$ cat src/rtl/time_set_ctrl_if.sv
// Keypad-to-time-setter bundle: key inputs, running time snapshot, load/status outputs.
// master = keypad/counter side, slave = time_set_ctrl.
interface time_set_ctrl_if;
  logic       key_vaild;
  logic [3:0] key_code;
  logic [4:0] cur_hour;
  logic [5:0] cur_min;
  logic [5:0] cur_sec;
  logic [4:0] set_hour;
  logic [5:0] set_min;
  logic [5:0] set_sec;
  logic       load;
  logic       edit_mode;
  logic [1:0] edit_field;
  logic       digit_pend;
  logic       err;

  modport master (
    output key_vaild, key_code, cur_hour, cur_min, cur_sec,
    input  set_hour, set_min, set_sec, load, edit_mode, edit_field, digit_pend, err
  );

  modport slave (
    input  key_vaild, key_code, cur_hour, cur_min, cur_sec,
    output set_hour, set_min, set_sec, load, edit_mode, edit_field, digit_pend, err
  );
endinterface

$ cat src/rtl/time_set_ctrl.sv
// Keypad time-setting controller: key event detect plus hour/min/sec edit FSM with commit pulse.
// Optional idle auto-cancel enabled by defining TIME_SET_TIMEOUT_EN.
module time_set_ctrl #(
  parameter int unsigned TIMEOUT_CYC = 500_000_000
) (
  input  logic          clk,
  input  logic          reset_n,
  time_set_ctrl_if.slave bus
);

  typedef enum logic [1:0] {StRun, StEditT, StEditU} state_e;

  localparam logic [3:0] KeyNext   = 4'hA;
  localparam logic [3:0] KeyCommit = 4'hB;
  localparam logic [3:0] KeyCancel = 4'hC;

  if (TIMEOUT_CYC < 2) begin : gen_bad_timeout
    $error("TIMEOUT_CYC must be at least 2");
  end

  // Key event detection
  logic       s1_q, s2_q, s3_q;
  logic       samp1_q, samp2_q;
  logic       arm_q;
  logic       evt_q;
  logic [3:0] code_q;
  logic       rise;

  assign rise = s2_q & ~s3_q & arm_q;

  // arm_q blocks an event from a key already held when reset was released.
  always_ff @(posedge clk) begin
    if (!reset_n) begin
      s1_q    <= 1'b0;
      s2_q    <= 1'b0;
      s3_q    <= 1'b0;
      samp1_q <= 1'b0;
      samp2_q <= 1'b0;
      arm_q   <= 1'b0;
      evt_q   <= 1'b0;
      code_q  <= 4'd0;
    end else begin
      s1_q    <= bus.key_vaild;
      s2_q    <= s1_q;
      s3_q    <= s2_q;
      samp1_q <= 1'b1;
      samp2_q <= samp1_q;
      if (samp2_q && !s2_q) begin
        arm_q <= 1'b1;
      end
      evt_q <= rise;
      if (rise) begin
        code_q <= bus.key_code;
      end
    end
  end

  // Edit FSM
  state_e     state_q, state_d;
  logic [1:0] field_q, field_d;
  logic [3:0] tens_q, tens_d;
  logic [4:0] sh_hour_q, sh_hour_d;
  logic [5:0] sh_min_q, sh_min_d;
  logic [5:0] sh_sec_q, sh_sec_d;
  logic [4:0] set_hour_q, set_hour_d;
  logic [5:0] set_min_q, set_min_d;
  logic [5:0] set_sec_q, set_sec_d;
  logic       load_q, load_d;
  logic       err_q, err_d;

  logic       is_digit;
  logic [3:0] limit;
  logic [6:0] val;
  logic [1:0] field_nxt;
  logic       timeout;

`ifdef TIME_SET_TIMEOUT_EN
  localparam logic [31:0] ToLast = 32'(TIMEOUT_CYC - 1);
  logic [31:0] to_cnt_q, to_cnt_d;

  assign timeout = (state_q != StRun) && (to_cnt_q == ToLast);

  // Counter runs only while staying in edit; entry and any key event restart it.
  always_comb begin
    to_cnt_d = '0;
    if (state_q != StRun && state_d != StRun && !evt_q) begin
      to_cnt_d = to_cnt_q + 32'd1;
    end
  end

  always_ff @(posedge clk) begin
    if (!reset_n) begin
      to_cnt_q <= '0;
    end else begin
      to_cnt_q <= to_cnt_d;
    end
  end
`else
  assign timeout = 1'b0;
`endif

  assign is_digit  = (code_q <= 4'd9);
  assign limit     = (field_q == 2'd0) ? 4'd2 : 4'd5;
  assign val       = {3'b000, tens_q} * 7'd10 + {3'b000, code_q};
  assign field_nxt = (field_q == 2'd2) ? 2'd0 : field_q + 2'd1;

  always_comb begin
    state_d    = state_q;
    field_d    = field_q;
    tens_d     = tens_q;
    sh_hour_d  = sh_hour_q;
    sh_min_d   = sh_min_q;
    sh_sec_d   = sh_sec_q;
    set_hour_d = set_hour_q;
    set_min_d  = set_min_q;
    set_sec_d  = set_sec_q;
    load_d     = 1'b0;
    err_d      = 1'b0;

    unique case (state_q)
      StRun: begin
        if (evt_q && code_q == KeyNext) begin
          sh_hour_d = bus.cur_hour;
          sh_min_d  = bus.cur_min;
          sh_sec_d  = bus.cur_sec;
          field_d   = 2'd0;
          tens_d    = 4'd0;
          state_d   = StEditT;
        end
      end
      StEditT, StEditU: begin
        if (evt_q) begin
          if (is_digit) begin
            if (state_q == StEditT) begin
              if (code_q > limit) begin
                err_d = 1'b1;
              end else begin
                tens_d  = code_q;
                state_d = StEditU;
              end
            end else if (field_q == 2'd0 && val > 7'd23) begin
              err_d = 1'b1;
            end else begin
              unique case (field_q)
                2'd0:    sh_hour_d = val[4:0];
                2'd1:    sh_min_d  = val[5:0];
                default: sh_sec_d  = val[5:0];
              endcase
              field_d = field_nxt;
              tens_d  = 4'd0;
              state_d = StEditT;
            end
          end else if (code_q == KeyNext) begin
            field_d = field_nxt;
            tens_d  = 4'd0;
            state_d = StEditT;
          end else if (code_q == KeyCommit) begin
            set_hour_d = sh_hour_q;
            set_min_d  = sh_min_q;
            set_sec_d  = sh_sec_q;
            load_d     = 1'b1;
            tens_d     = 4'd0;
            state_d    = StRun;
          end else if (code_q == KeyCancel) begin
            tens_d  = 4'd0;
            state_d = StRun;
          end
        end else if (timeout) begin
          tens_d  = 4'd0;
          state_d = StRun;
        end
      end
      default: state_d = StRun;
    endcase
  end

  always_ff @(posedge clk) begin
    if (!reset_n) begin
      state_q    <= StRun;
      field_q    <= 2'd0;
      tens_q     <= 4'd0;
      sh_hour_q  <= 5'd0;
      sh_min_q   <= 6'd0;
      sh_sec_q   <= 6'd0;
      set_hour_q <= 5'd0;
      set_min_q  <= 6'd0;
      set_sec_q  <= 6'd0;
      load_q     <= 1'b0;
      err_q      <= 1'b0;
    end else begin
      state_q    <= state_d;
      field_q    <= field_d;
      tens_q     <= tens_d;
      sh_hour_q  <= sh_hour_d;
      sh_min_q   <= sh_min_d;
      sh_sec_q   <= sh_sec_d;
      set_hour_q <= set_hour_d;
      set_min_q  <= set_min_d;
      set_sec_q  <= set_sec_d;
      load_q     <= load_d;
      err_q      <= err_d;
    end
  end

  assign bus.set_hour   = set_hour_q;
  assign bus.set_min    = set_min_q;
  assign bus.set_sec    = set_sec_q;
  assign bus.load       = load_q;
  assign bus.err        = err_q;
  assign bus.edit_mode  = (state_q != StRun);
  assign bus.edit_field = field_q;
  assign bus.digit_pend = (state_q == StEditU);

endmodule

$ cat src/flat_wrapper.sv
// flat-port wrapper written by rule: the top's interface ports become plain ports
module time_set_ctrl_flat 
#(
  parameter int unsigned TIMEOUT_CYC = 500_000_000
)
  (clk, reset_n, bus_key_vaild, bus_key_code, bus_cur_hour, bus_cur_min, bus_cur_sec, bus_set_hour, bus_set_min, bus_set_sec, bus_load, bus_edit_mode, bus_edit_field, bus_digit_pend, bus_err);
  time_set_ctrl_if bus_i ();
  input  logic clk;
  input  logic reset_n;
  input wire logic [$bits(bus_i.key_vaild)-1:0] bus_key_vaild;
  input wire logic [$bits(bus_i.key_code)-1:0] bus_key_code;
  input wire logic [$bits(bus_i.cur_hour)-1:0] bus_cur_hour;
  input wire logic [$bits(bus_i.cur_min)-1:0] bus_cur_min;
  input wire logic [$bits(bus_i.cur_sec)-1:0] bus_cur_sec;
  output wire logic [$bits(bus_i.set_hour)-1:0] bus_set_hour;
  output wire logic [$bits(bus_i.set_min)-1:0] bus_set_min;
  output wire logic [$bits(bus_i.set_sec)-1:0] bus_set_sec;
  output wire logic [$bits(bus_i.load)-1:0] bus_load;
  output wire logic [$bits(bus_i.edit_mode)-1:0] bus_edit_mode;
  output wire logic [$bits(bus_i.edit_field)-1:0] bus_edit_field;
  output wire logic [$bits(bus_i.digit_pend)-1:0] bus_digit_pend;
  output wire logic [$bits(bus_i.err)-1:0] bus_err;
  assign bus_i.key_vaild = bus_key_vaild;
  assign bus_i.key_code = bus_key_code;
  assign bus_i.cur_hour = bus_cur_hour;
  assign bus_i.cur_min = bus_cur_min;
  assign bus_i.cur_sec = bus_cur_sec;
  assign bus_set_hour = bus_i.set_hour;
  assign bus_set_min = bus_i.set_min;
  assign bus_set_sec = bus_i.set_sec;
  assign bus_load = bus_i.load;
  assign bus_edit_mode = bus_i.edit_mode;
  assign bus_edit_field = bus_i.edit_field;
  assign bus_digit_pend = bus_i.digit_pend;
  assign bus_err = bus_i.err;
  time_set_ctrl #(.TIMEOUT_CYC(TIMEOUT_CYC)) u_core (.clk(clk), .reset_n(reset_n), .bus(bus_i));
endmodule
$ cat config.mk
export PLATFORM = sky130hd
export DESIGN_NAME = time_set_ctrl_flat
export DESIGN_NICKNAME = d
export VERILOG_FILES = /design/src/rtl/time_set_ctrl_if.sv /design/src/rtl/time_set_ctrl.sv /design/src/flat_wrapper.sv
export SDC_FILE = /design/constraint.sdc
export NUM_CORES = 1
export LEC_CHECK = 0
export CORE_ASPECT_RATIO = 0.8
export CORE_MARGIN = 5
export CORE_UTILIZATION = 50
export CTS_CLUSTER_DIAMETER = 150
export DETAILED_ROUTE_END_ITERATION = 7
export PLACE_DENSITY_LB_ADDON = 0.15
export SETUP_SLACK_MARGIN = 0.05
export SLEW_MARGIN = 20
export SYNTH_ARGS = -nofsm -noshare
export SYNTH_HDL_FRONTEND = slang
export SYNTH_SLANG_ARGS = --single-unit
$ cat constraint.sdc
create_clock -name clk -period 2.95 [get_ports clk]
set_input_delay 0.59 -clock clk [delete_from_list [all_inputs] [get_ports clk]]
set_output_delay 0.59 -clock clk [all_outputs]
set_load 0.05 [all_outputs]
==> results.py, run 1 <==
metrics = {
    "yosys": {
        "yosysSeqAreaShare_pct": 38.9,
        "synthArstFlopShare_pct": 0,
        "syn_avg_cell_area_sq_um": 8.90,
        "synth-seq-cells": 55,
        "ys.flop_type": "dfxtp_1",
        "synth_nets": 358,
        "yosys_warnings": 0,
        "synth_edf_count": 0,
        "netlist_instances": 318,
        "yosysUniqueCellTypes": 47,
        "synth_area_sq_um": 2830,
    },
    "clock_tree": {
        "cts_max_path_buffers": 2,
        "clock-root-buffer": "clkbuf_8",
        "cts_hold_buf": 0,
        "cts_tree": "yes",
        "h-tree-depth": 2,
        "clk_latency_ns": 0.30,
        "cts.clk_slew.worst_paths_ns": 0.10,
        "cts.sinks": 55,
        "numCtsBuffers": 5,
    },
    "critical_path": {
        "slowest_delay_ns": 0.56,
        "path_buf_inv": 1,
        "rr_startpoint": "u_core.tens_q[3]",
        "crit_path_max_fanout": 2,
        "critPathMostFrequentCell": "ha_4",
        "start_kind": "flop",
        "required_ns": 3.19,
        "critPathSlowestCell": "fa_2",
        "critPathTopFamily": "adder cells",
        "crit_start": "u_core.tens_q[3]",
        "cp_cell_sequence": "ha_4 > ha_4 > fa_2 > xor3_1 > a211oi_2 > a2111oi_2 > nor3_2 > buf_4 > o21a_1 > mux2i_1",
        "cp.arrival_ns": 3.00,
        "endpoint_kind": "flop",
        "crit_type": "reg -> reg",
    },
    "global_routing": {
        "grt_usage_pct": 18.8,
        "grt_pass1_wl_um": 11100,
        "antenna_found_initial": 0,
        "grt_overflow_total": 0,
        "grt_pass1_vias": 2333,
        "grt_max_degree": 49,
    },
    "cells_and_area": {
        "final_area_sq_um": 3570,
        "final_util_pct": 65.3,
        "drive_gt1_share_pct": 10.6,
        "syn_to_final_growth_pct": 26.2,
        "diodes": 0,
        "fin_nets": 406,
        "fillers": 491,
    },
    "power": {
        "power.density_nw_per_um2": 345,
        "power.leakage_nw": 1.43,
        "irDropWorstVdd_mv": 0.318,
        "p_total_mw": 1.23,
    },
    "timing": {
        "final_hold_viol_count": 0,
        "setup_violations": 0,
        "setup_tns_ns": 0,
        "rsz0062_at_grt": "no",
        "min_period_over_period_pct": 93.5,
        "whs_ns": 0.450,
        "fin_crit_ns": 2.76,
        "worst_pin_slew_ns": 0.662,
        "slew_headroom_pct": 55.9,
        "clock_skew_ns": 0.00522,
        "timing.fmax_mhz": 362,
        "slew_viol_final": 0,
    },
    "die": {
        "initial_core_util_pct": 51.8,
        "die_height_um": 77.3,
        "num_io_pins": 47,
        "fp.dieW_um": 94.1,
        "rows": 24,
        "die_area_sq_um": 7270,
        "fp.coreArea_sq_um": 5470,
    },
    "run_status": {
        "run_status": "finished, final reports clean",
    },
    "drt": {
        "drc": 0,
        "firstDrtPassIters": 4,
        "drt-total-wl_um": 6570,
        "drt_iter0_drc": 180,
        "avgRoutedWirePerCell_um": 14.8,
        "ant_nets": 0,
        "vias_per_cell": 5.35,
        "dr_total_vias": 2380,
    },
    "min_path": {
        "min-delay-start": "u_core.s1_q",
        "hp-class": "reg -> reg",
    },
    "placement": {
        "place_hpwl_um": 4760,
        "place_area_sq_um": 3400,
        "portBuffers": 46,
        "gp_congestion": 0.817,
    },
    "job": {
        "drv_cap": 0,
    },
}
==> layout by cell type, fill, tap and decap left out, types with 2 or more instances in the layout <==
cell type / n
o21a_1: 3
o2111ai_1: 2
o211a_1: 4
nor2_1: 7
dfxtp_1: 52
nor2b_1: 16
and3b_1: 2
and4_1: 2
o21ai_0: 12
ha_4: 2
and2_1: 6
xnor2_1: 3
and3_1: 4
nand2b_1: 6
nor3_1: 4
nand2_1: 51
o22ai_1: 2
a21oi_1: 9
buf_4: 13
a21boi_0: 19
o211ai_1: 2
nand4_1: 4
inv_1: 17
clkdlybuf4s50_1: 46
mux2i_1: 18
nand3_1: 14
ha_1: 11
clkbuf_8: 5
dfxtp_4: 2
==> cells by family (layout without fill, tap and decap cells) <==
group / after synthesis / after routing / synth area share [%]
flops: 55 / 55 / 38.9
xor+xnor: 4 / 4 / 1.77
mux: 18 / 18 / 6.37
compound gates: 66 / 66 / 18.4
simple gates: 123 / 123 / 21.9
buf+inv: 36 / 85 / 5.04
fa+ha+maj: 16 / 16 / 7.61
==> stage by stage <==
| stage | setup slack [ns] | std cells |
|---|---|---|
| floorplan | 0.260 | 318 |
| global placement | 0.160 | 433 |
| detailed placement | 0.0955 | 433 |
| CTS | 0.0897 | 441 |
| global route | 0.100 | 445 |
| finish | 0.190 | 445 |
==> layer usage <==
layer	routed length [um]	track usage, %	up-vias	share of wire, %
met3	453	4.40	2	6.9
met5	0	0	-	0
li1	-	-	1200	-
met4	34	3.03	0	0.52
met2	3050	30.5	74	46
met1	3030	26.0	1104	46
==> path summary, 6_finish.rpt <==
path | slack, ns | depth (start not counted) | to
worst max-delay path | 0.19 | 10 | u_core.state_q[0]
worst min-delay path | 0.45 | 1 | u_core.s2_q
worst max register to register | 0.19 | 10 | u_core.state_q[0]
worst min register to register | 0.45 | 1 | u_core.s2_q
==> synthesized netlist by cell type (all sizes together), types with 4 or more instances <==
master	count	area (sq um)
dfxtp	55	1100
nand2	52	198
a21boi	19	143
mux2i	18	180
inv	17	63.8
nor2b	16	100
ha	14	175
nand3	14	70.1
clkbuf	13	48.8
o21ai	13	76.3
a21oi	9	45.0
nor2	7	26.3
and2	6	37.5
buf	6	30.0
nand2b	6	37.5
and3	5	32.5
nor3	5	25.0
nand4	4	25.0
o211a	4	40.0
==> power by group <==
| part | internal [mW] | switching [mW] |
|---|---|---|
| clock | 0.167 | 0.247 |
| combinational | 0.0442 | 0.0267 |
| sequential | 0.745 | 0.00253 |
==> flip-flops by register name, summed over array words and instances, names as in the netlist, 2 cells and up <==
| register | flops |
|---|---|
| u_core.bus.set_min | 6 |
| u_core.bus.set_sec | 6 |
| u_core.sh_min_q | 6 |
| u_core.sh_sec_q | 6 |
| u_core.bus.set_hour | 5 |
| u_core.sh_hour_q | 5 |
| u_core.code_q | 4 |
| u_core.tens_q | 4 |
| u_core.bus.edit_field | 2 |
| u_core.state_q | 2 |
==> what timing repair did <==
| item | in CTS | in global routing |
|---|---|---|
| resized for setup | 0 | 15 |
| buffers inserted | 0 | 4 |
| endpoints found under the setup margin | 0 | 9 |
==> final cells by class <==
class / instances / area, sq um / area share, %
multi-input combinational: 227 / 1640 / 45.8
tap: 78 / 97.6 / 2.73
clock inverter: 2 / 12.5 / 0.351
inverter: 17 / 63.8 / 1.79
sequential: 55 / 1110 / 31.1
timing repair buffer: 60 / 578 / 16.2
clock buffer: 6 / 72.6 / 2.03
Power figures use the tool's default switching activity.
==> inputs of run 2 (changes only) <==
Settings changed: SLEW_MARGIN 20 to 15.
Clock period 2.95 ns to 3.51 ns, I/O delays scaled along.
==> run 2 against run 1 <==
  * Worst hold slack worse by 0.0080 ns
  * Clock power fell by 9.2%
  * Non-clock buffer count fell by 10
  * Final cell count down 2.2%
  * Count of clock-buffer cells in the layout grew 1
  * Critical path depth is 1 lower
  * Critical path type unchanged
  * Highest routed layer unchanged
  * Final area is 3.6% lower
==> results.py, run 2 (synthesized netlist as in run 1, its figures left out) <==
metrics = {
    "clock_tree": {
        "cts.clk_slew.worst_paths_ns": 0.09,
        "h-tree-depth": 2,
        "clk_latency_ns": 0.30,
        "cts_hold_buf": 0,
        "cts_tree": "yes",
        "numCtsBuffers": 5,
        "cts_resized": 0,
        "cts_max_path_buffers": 2,
        "post_cts_buffers": 0,
        "clock-root-buffer": "clkbuf_8",
        "cts.sinks": 55,
    },
    "timing": {
        "slew_headroom_pct": 50.0,
        "worst_pin_slew_ns": 0.744,
        "setup_tns_ns": 0,
        "final_hold_viol_count": 0,
        "clock_skew_ns": 0.00529,
        "finalWorstSetupSlack_ns": 0.587,
        "slew_viol_final": 0,
        "setup_violations": 0,
        "min_period_over_period_pct": 83.3,
        "timing.fmax_mhz": 342,
        "rsz0062_at_grt": "no",
        "fin_crit_ns": 2.92,
    },
    "die": {
        "num_io_pins": 47,
        "die_area_sq_um": 7270,
        "fp.coreArea_sq_um": 5470,
        "fp.dieW_um": 94.1,
        "initial_core_util_pct": 51.8,
        "rows": 24,
        "die_height_um": 77.3,
    },
    "drt": {
        "firstDrtPassIters": 4,
        "dr_total_vias": 2315,
        "drt-total-wl_um": 6200,
        "drt_iter0_drc": 94,
        "avgRoutedWirePerCell_um": 14.2,
        "drc": 0,
        "ant_nets": 0,
        "vias_per_cell": 5.32,
    },
    "critical_path": {
        "reg2regPathDepth": 9,
        "cp_num_cells": 9,
        "rr_startpoint": "u_core.tens_q[1]",
        "r2r-end": "u_core.tens_q[3]",
        "reg2reg_slack_ns": 0.59,
        "slowest_delay_ns": 0.42,
        "cp_cell_sequence": "ha_1 > ha_1 > fa_1 > xor3_1 > a211oi_1 > a2111oi_0 > nor3_1 > o221ai_2 > and3_2",
        "crit_type": "reg -> reg",
        "cp-endpoint": "u_core.tens_q[3]",
        "crit_path_max_fanout": 4,
        "critPathTopFamily": "adder cells",
        "crit_start": "u_core.tens_q[1]",
        "required_ns": 3.71,
        "cp.arrival_ns": 3.12,
        "endpoint_kind": "flop",
        "path_buf_inv": 0,
        "start_kind": "flop",
        "critPathMostFrequentCell": "ha_1",
        "critPathSlowestCell": "dfxtp_1",
    },
    "run_status": {
        "run_status": "finished, final reports clean",
    },
    "cells_and_area": {
        "syn_to_final_growth_pct": 21.7,
        "layout_common_cells": "dfxtp_1 (55), nand2_1 (51), clkdlybuf4s50_1 (46), a21boi_0 (19), mux2i_1 (18)",
        "fin_nets": 396,
        "fillers": 501,
        "diodes": 0,
        "drive_gt1_share_pct": 5.60,
        "layout_commonest_cell": "dfxtp_1",
    },
    "global_routing": {
        "busiest_layer": "met2",
        "use_met3_pct": 3.62,
        "grt_pass1_wl_um": 10500,
        "grt_util_met2_pct": 27.1,
        "met1_usage_pct": 26.5,
        "grt_max_degree": 42,
        "grt_pass1_vias": 2187,
        "grt_overflow_total": 0,
        "antenna_found_initial": 0,
        "grt_usage_pct": 17.8,
    },
    "min_path": {
        "hp-class": "reg -> reg",
        "min-delay-start": "u_core.s1_q",
    },
    "power": {
        "power.leakage_nw": 1.40,
        "power.density_nw_per_um2": 308,
        "irDropWorstVdd_mv": 0.238,
        "p_total_mw": 1.06,
    },
    "placement": {
        "gp_congestion": 0.831,
        "place_hpwl_um": 4550,
        "pre_cts_slack_ns": 0.611,
        "portBuffers": 46,
    },
    "job": {
        "drv_cap": 0,
    },
}
## run 2: worst min path at each step
stage | to | slack [ns] | depth (start not counted)
after global placement | u_core.s2_q | 0.42 | 1
after CTS | u_core.s2_q | 0.45 | 1
final | u_core.s2_q | 0.44 | 1
after detailed placement | u_core.s2_q | 0.42 | 1
after floorplan | u_core.s2_q | 0.41 | 1
after global routing | u_core.s2_q | 0.47 | 1
## run 2: layout make-up
class	count	area, sq um	share of cell area, %
clock buffer	7	96.3	2.80
clock inverter	1	7.51	0.218
inverter	17	63.8	1.85
multi-input combinational	227	1590	46.1
sequential	55	1100	32.0
tap	78	97.6	2.84
timing repair buffer	50	490	14.2
## run 2: routing by layer
metal  part of all wire (%)  vias to the layer above
met3                    4.5                        2
met2                     44                       62
li1                       -                     1184
met1                     51                     1067
met4                   0.29                        0
met5                      0                        -
## run 2: metrics by stage
step,hold slack (ns),std cells,util [%],cell area (sq um)
2_1_floorplan,0.412,318,-,2830
3_3_place_gp,0.425,427,61.1,3340
3_5_place_dp,0.422,427,61.1,3340
4_1_cts,0.448,435,63.0,3440
5_1_grt,0.468,435,63.0,3440
6_report,0.442,435,63.0,3440
## run 2: power by group
part / leakage [nW] / switching, mW / internal, mW
clock: 0.0505 / 0.195 / 0.180
combinational: 0.901 / 0.0206 / 0.0353
sequential: 0.444 / 0.00330 / 0.627
total: 1.40 / 0.219 / 0.843
==> inputs of run 3 (changes only) <==
Settings changed: CORE_UTILIZATION 50 to 48.
Clock period 3.51 ns to 2.6 ns, I/O delays scaled along.
==> run 3 against run 2 <==
  * Die area rose by 3.7%
  * Highest routed layer unchanged
  * Fmax rose by 13%
  * Clock power rose by 24%
  * Global-route usage rose by 0.47 points
  * Clock skew rose by 0.0015 ns
  * Critical path type unchanged
  * Worst hold slack improved by 0.0096 ns
  * Register-to-register slack got worse by 0.58 ns
  * Critical path depth did not move
  * Utilization fell by 0.98 points
  * First-iteration DRC count rose by 6.4%
  * Routed wire length rose by 5.6%
==> results.py, run 3 (synthesized netlist as in run 1, its figures left out) <==
metrics = {
    "drt": {
        "drc": 0,
        "drt-total-wl_um": 6540,
        "firstDrtPassIters": 4,
        "vias_per_cell": 5.28,
        "ant_nets": 0,
        "dr_total_vias": 2397,
        "avgRoutedWirePerCell_um": 14.4,
        "drt_iter0_drc": 100,
    },
    "die": {
        "num_io_pins": 47,
        "fp.dieW_um": 95.8,
        "initial_core_util_pct": 48.6,
        "die_height_um": 78.7,
        "rows": 25,
        "fp.coreArea_sq_um": 5820,
        "die_area_sq_um": 7540,
    },
    "critical_path": {
        "start_kind": "flop",
        "critPathTopFamily": "adder cells",
        "critPathMostFrequentCell": "ha_4",
        "slowest_delay_ns": 0.53,
        "crit_path_max_fanout": 4,
        "crit_type": "reg -> reg",
        "cp.arrival_ns": 2.80,
        "path_buf_inv": 0,
        "endpoint_kind": "flop",
        "required_ns": 2.81,
        "cp_cell_sequence": "ha_4 > ha_4 > fa_2 > xor3_1 > a211oi_2 > a2111oi_2 > nor3_2 > o221ai_2 > and3_4",
        "critPathSlowestCell": "fa_2",
    },
    "global_routing": {
        "grt_pass1_vias": 2311,
        "antenna_found_initial": 0,
        "grt_overflow_total": 0,
        "grt_max_degree": 24,
        "grt_usage_pct": 18.3,
        "grt_pass1_wl_um": 10900,
    },
    "timing": {
        "clock_skew_ns": 0.00677,
        "slew_headroom_pct": 66.7,
        "slew_viol_final": 0,
        "final_hold_viol_count": 0,
        "setup_violations": 0,
        "finalWorstSetupSlack_ns": 0.0116,
        "rsz0062_at_grt": "yes",
        "min_period_over_period_pct": 99.6,
        "whs_ns": 0.451,
        "setup_tns_ns": 0,
        "timing.fmax_mhz": 386,
        "worst_pin_slew_ns": 0.498,
        "fin_crit_ns": 2.59,
    },
    "clock_tree": {
        "clock-root-buffer": "clkbuf_8",
        "numCtsBuffers": 5,
        "h-tree-depth": 2,
        "cts.clk_slew.worst_paths_ns": 0.10,
        "cts.sinks": 55,
        "cts_hold_buf": 0,
        "cts_tree": "yes",
        "clk_latency_ns": 0.30,
        "cts_max_path_buffers": 2,
    },
    "cells_and_area": {
        "fin_nets": 412,
        "layout_common_cells": "dfxtp_1 (53), nand2_1 (50), clkdlybuf4s50_1 (45), buf_4 (20), a21boi_0 (19)",
        "diodes": 0,
        "syn_to_final_growth_pct": 27.5,
        "layout_commonest_cell": "dfxtp_1",
        "drive_gt1_share_pct": 12.6,
        "fin_cells": 454,
        "final_area_sq_um": 3610,
        "final_util_pct": 62.0,
    },
    "placement": {
        "pre_cts_slack_ns": -0.0722,
        "place_inst": 444,
        "place_hpwl_um": 4780,
        "portBuffers": 46,
        "place_area_sq_um": 3460,
        "gp_congestion": 0.900,
    },
    "power": {
        "power.leakage_nw": 1.47,
        "clkPwrFrac_pct": 33.3,
        "power.density_nw_per_um2": 386,
        "switching_power_mw": 0.310,
        "comb_power_share_pct": 5.7,
        "p_int_mw": 1.08,
        "p_total_mw": 1.39,
        "irDropWorstVdd_mv": 0.258,
        "power_frac_seq_pct": 61.0,
        "swShare_pct": 22.3,
    },
    "run_status": {
        "run_status": "finished, final reports clean",
    },
    "min_path": {
        "hp-class": "reg -> reg",
    },
    "job": {
        "drv_cap": 0,
    },
}
[run 3: cell count changes in the layout (fill, tap and decap cells not counted), sizes merged]
cell,delta
clkdlybuf4s50,-1
clkinvlp,-1
dlygate4sd2,+1
buf,+16
clkinv,+3
clkbuf,-2
[run 3: area by class of cell]
class | instances | area, sq um
fillers | 545 | 2210
multi-input cells | 227 | 1650
flip-flops and latches | 55 | 1100
repair buffers | 66 | 609
well taps | 81 | 101
clock buffers | 5 | 68.8
inverters | 17 | 63.8
clock inverters | 3 | 15.0
[run 3: what timing repair did]
item                                    in CTS  in global routing
pin swaps                                    2                  5
resized for setup                            6                  4
gates cloned                                 0                  0
setup buffers                                1                  1
endpoints found under the setup margin      12                 11
[run 3: power groups by stage]
stage	clock network (mW)	logic [mW]	registers, mW
global placement	0	0.0798	0.870
finish	0.464	0.0794	0.850
detailed placement	0	0.0795	0.870
CTS	0.478	0.0802	0.850
floorplan	0	0.0336	0.869
global route	0.518	0.0865	0.851
[run 3: path summary, 6_finish.rpt]
| check | from | endpoint | slack (ns) | cells past startpoint |
|---|---|---|---|---|
| max reg2reg | u_core.tens_q[1] | u_core.tens_q[3] | 0.01 | 9 |
| min reg2reg | u_core.samp1_q | u_core.samp2_q | 0.45 | 1 |
| min | u_core.samp1_q | u_core.samp2_q | 0.45 | 1 |
| max | u_core.tens_q[1] | u_core.tens_q[3] | 0.01 | 9 |
[run 3: metal layers]
| metal | vias up | wire (um) | track usage [%] |
|---|---|---|---|
| met5 | - | 0 | 0 |
| met4 | 0 | 65 | 5.26 |
| met3 | 6 | 382 | 4.60 |
| met2 | 61 | 2960 | 27.0 |
| met1 | 1123 | 3130 | 26.1 |
| li1 | 1207 | - | - |
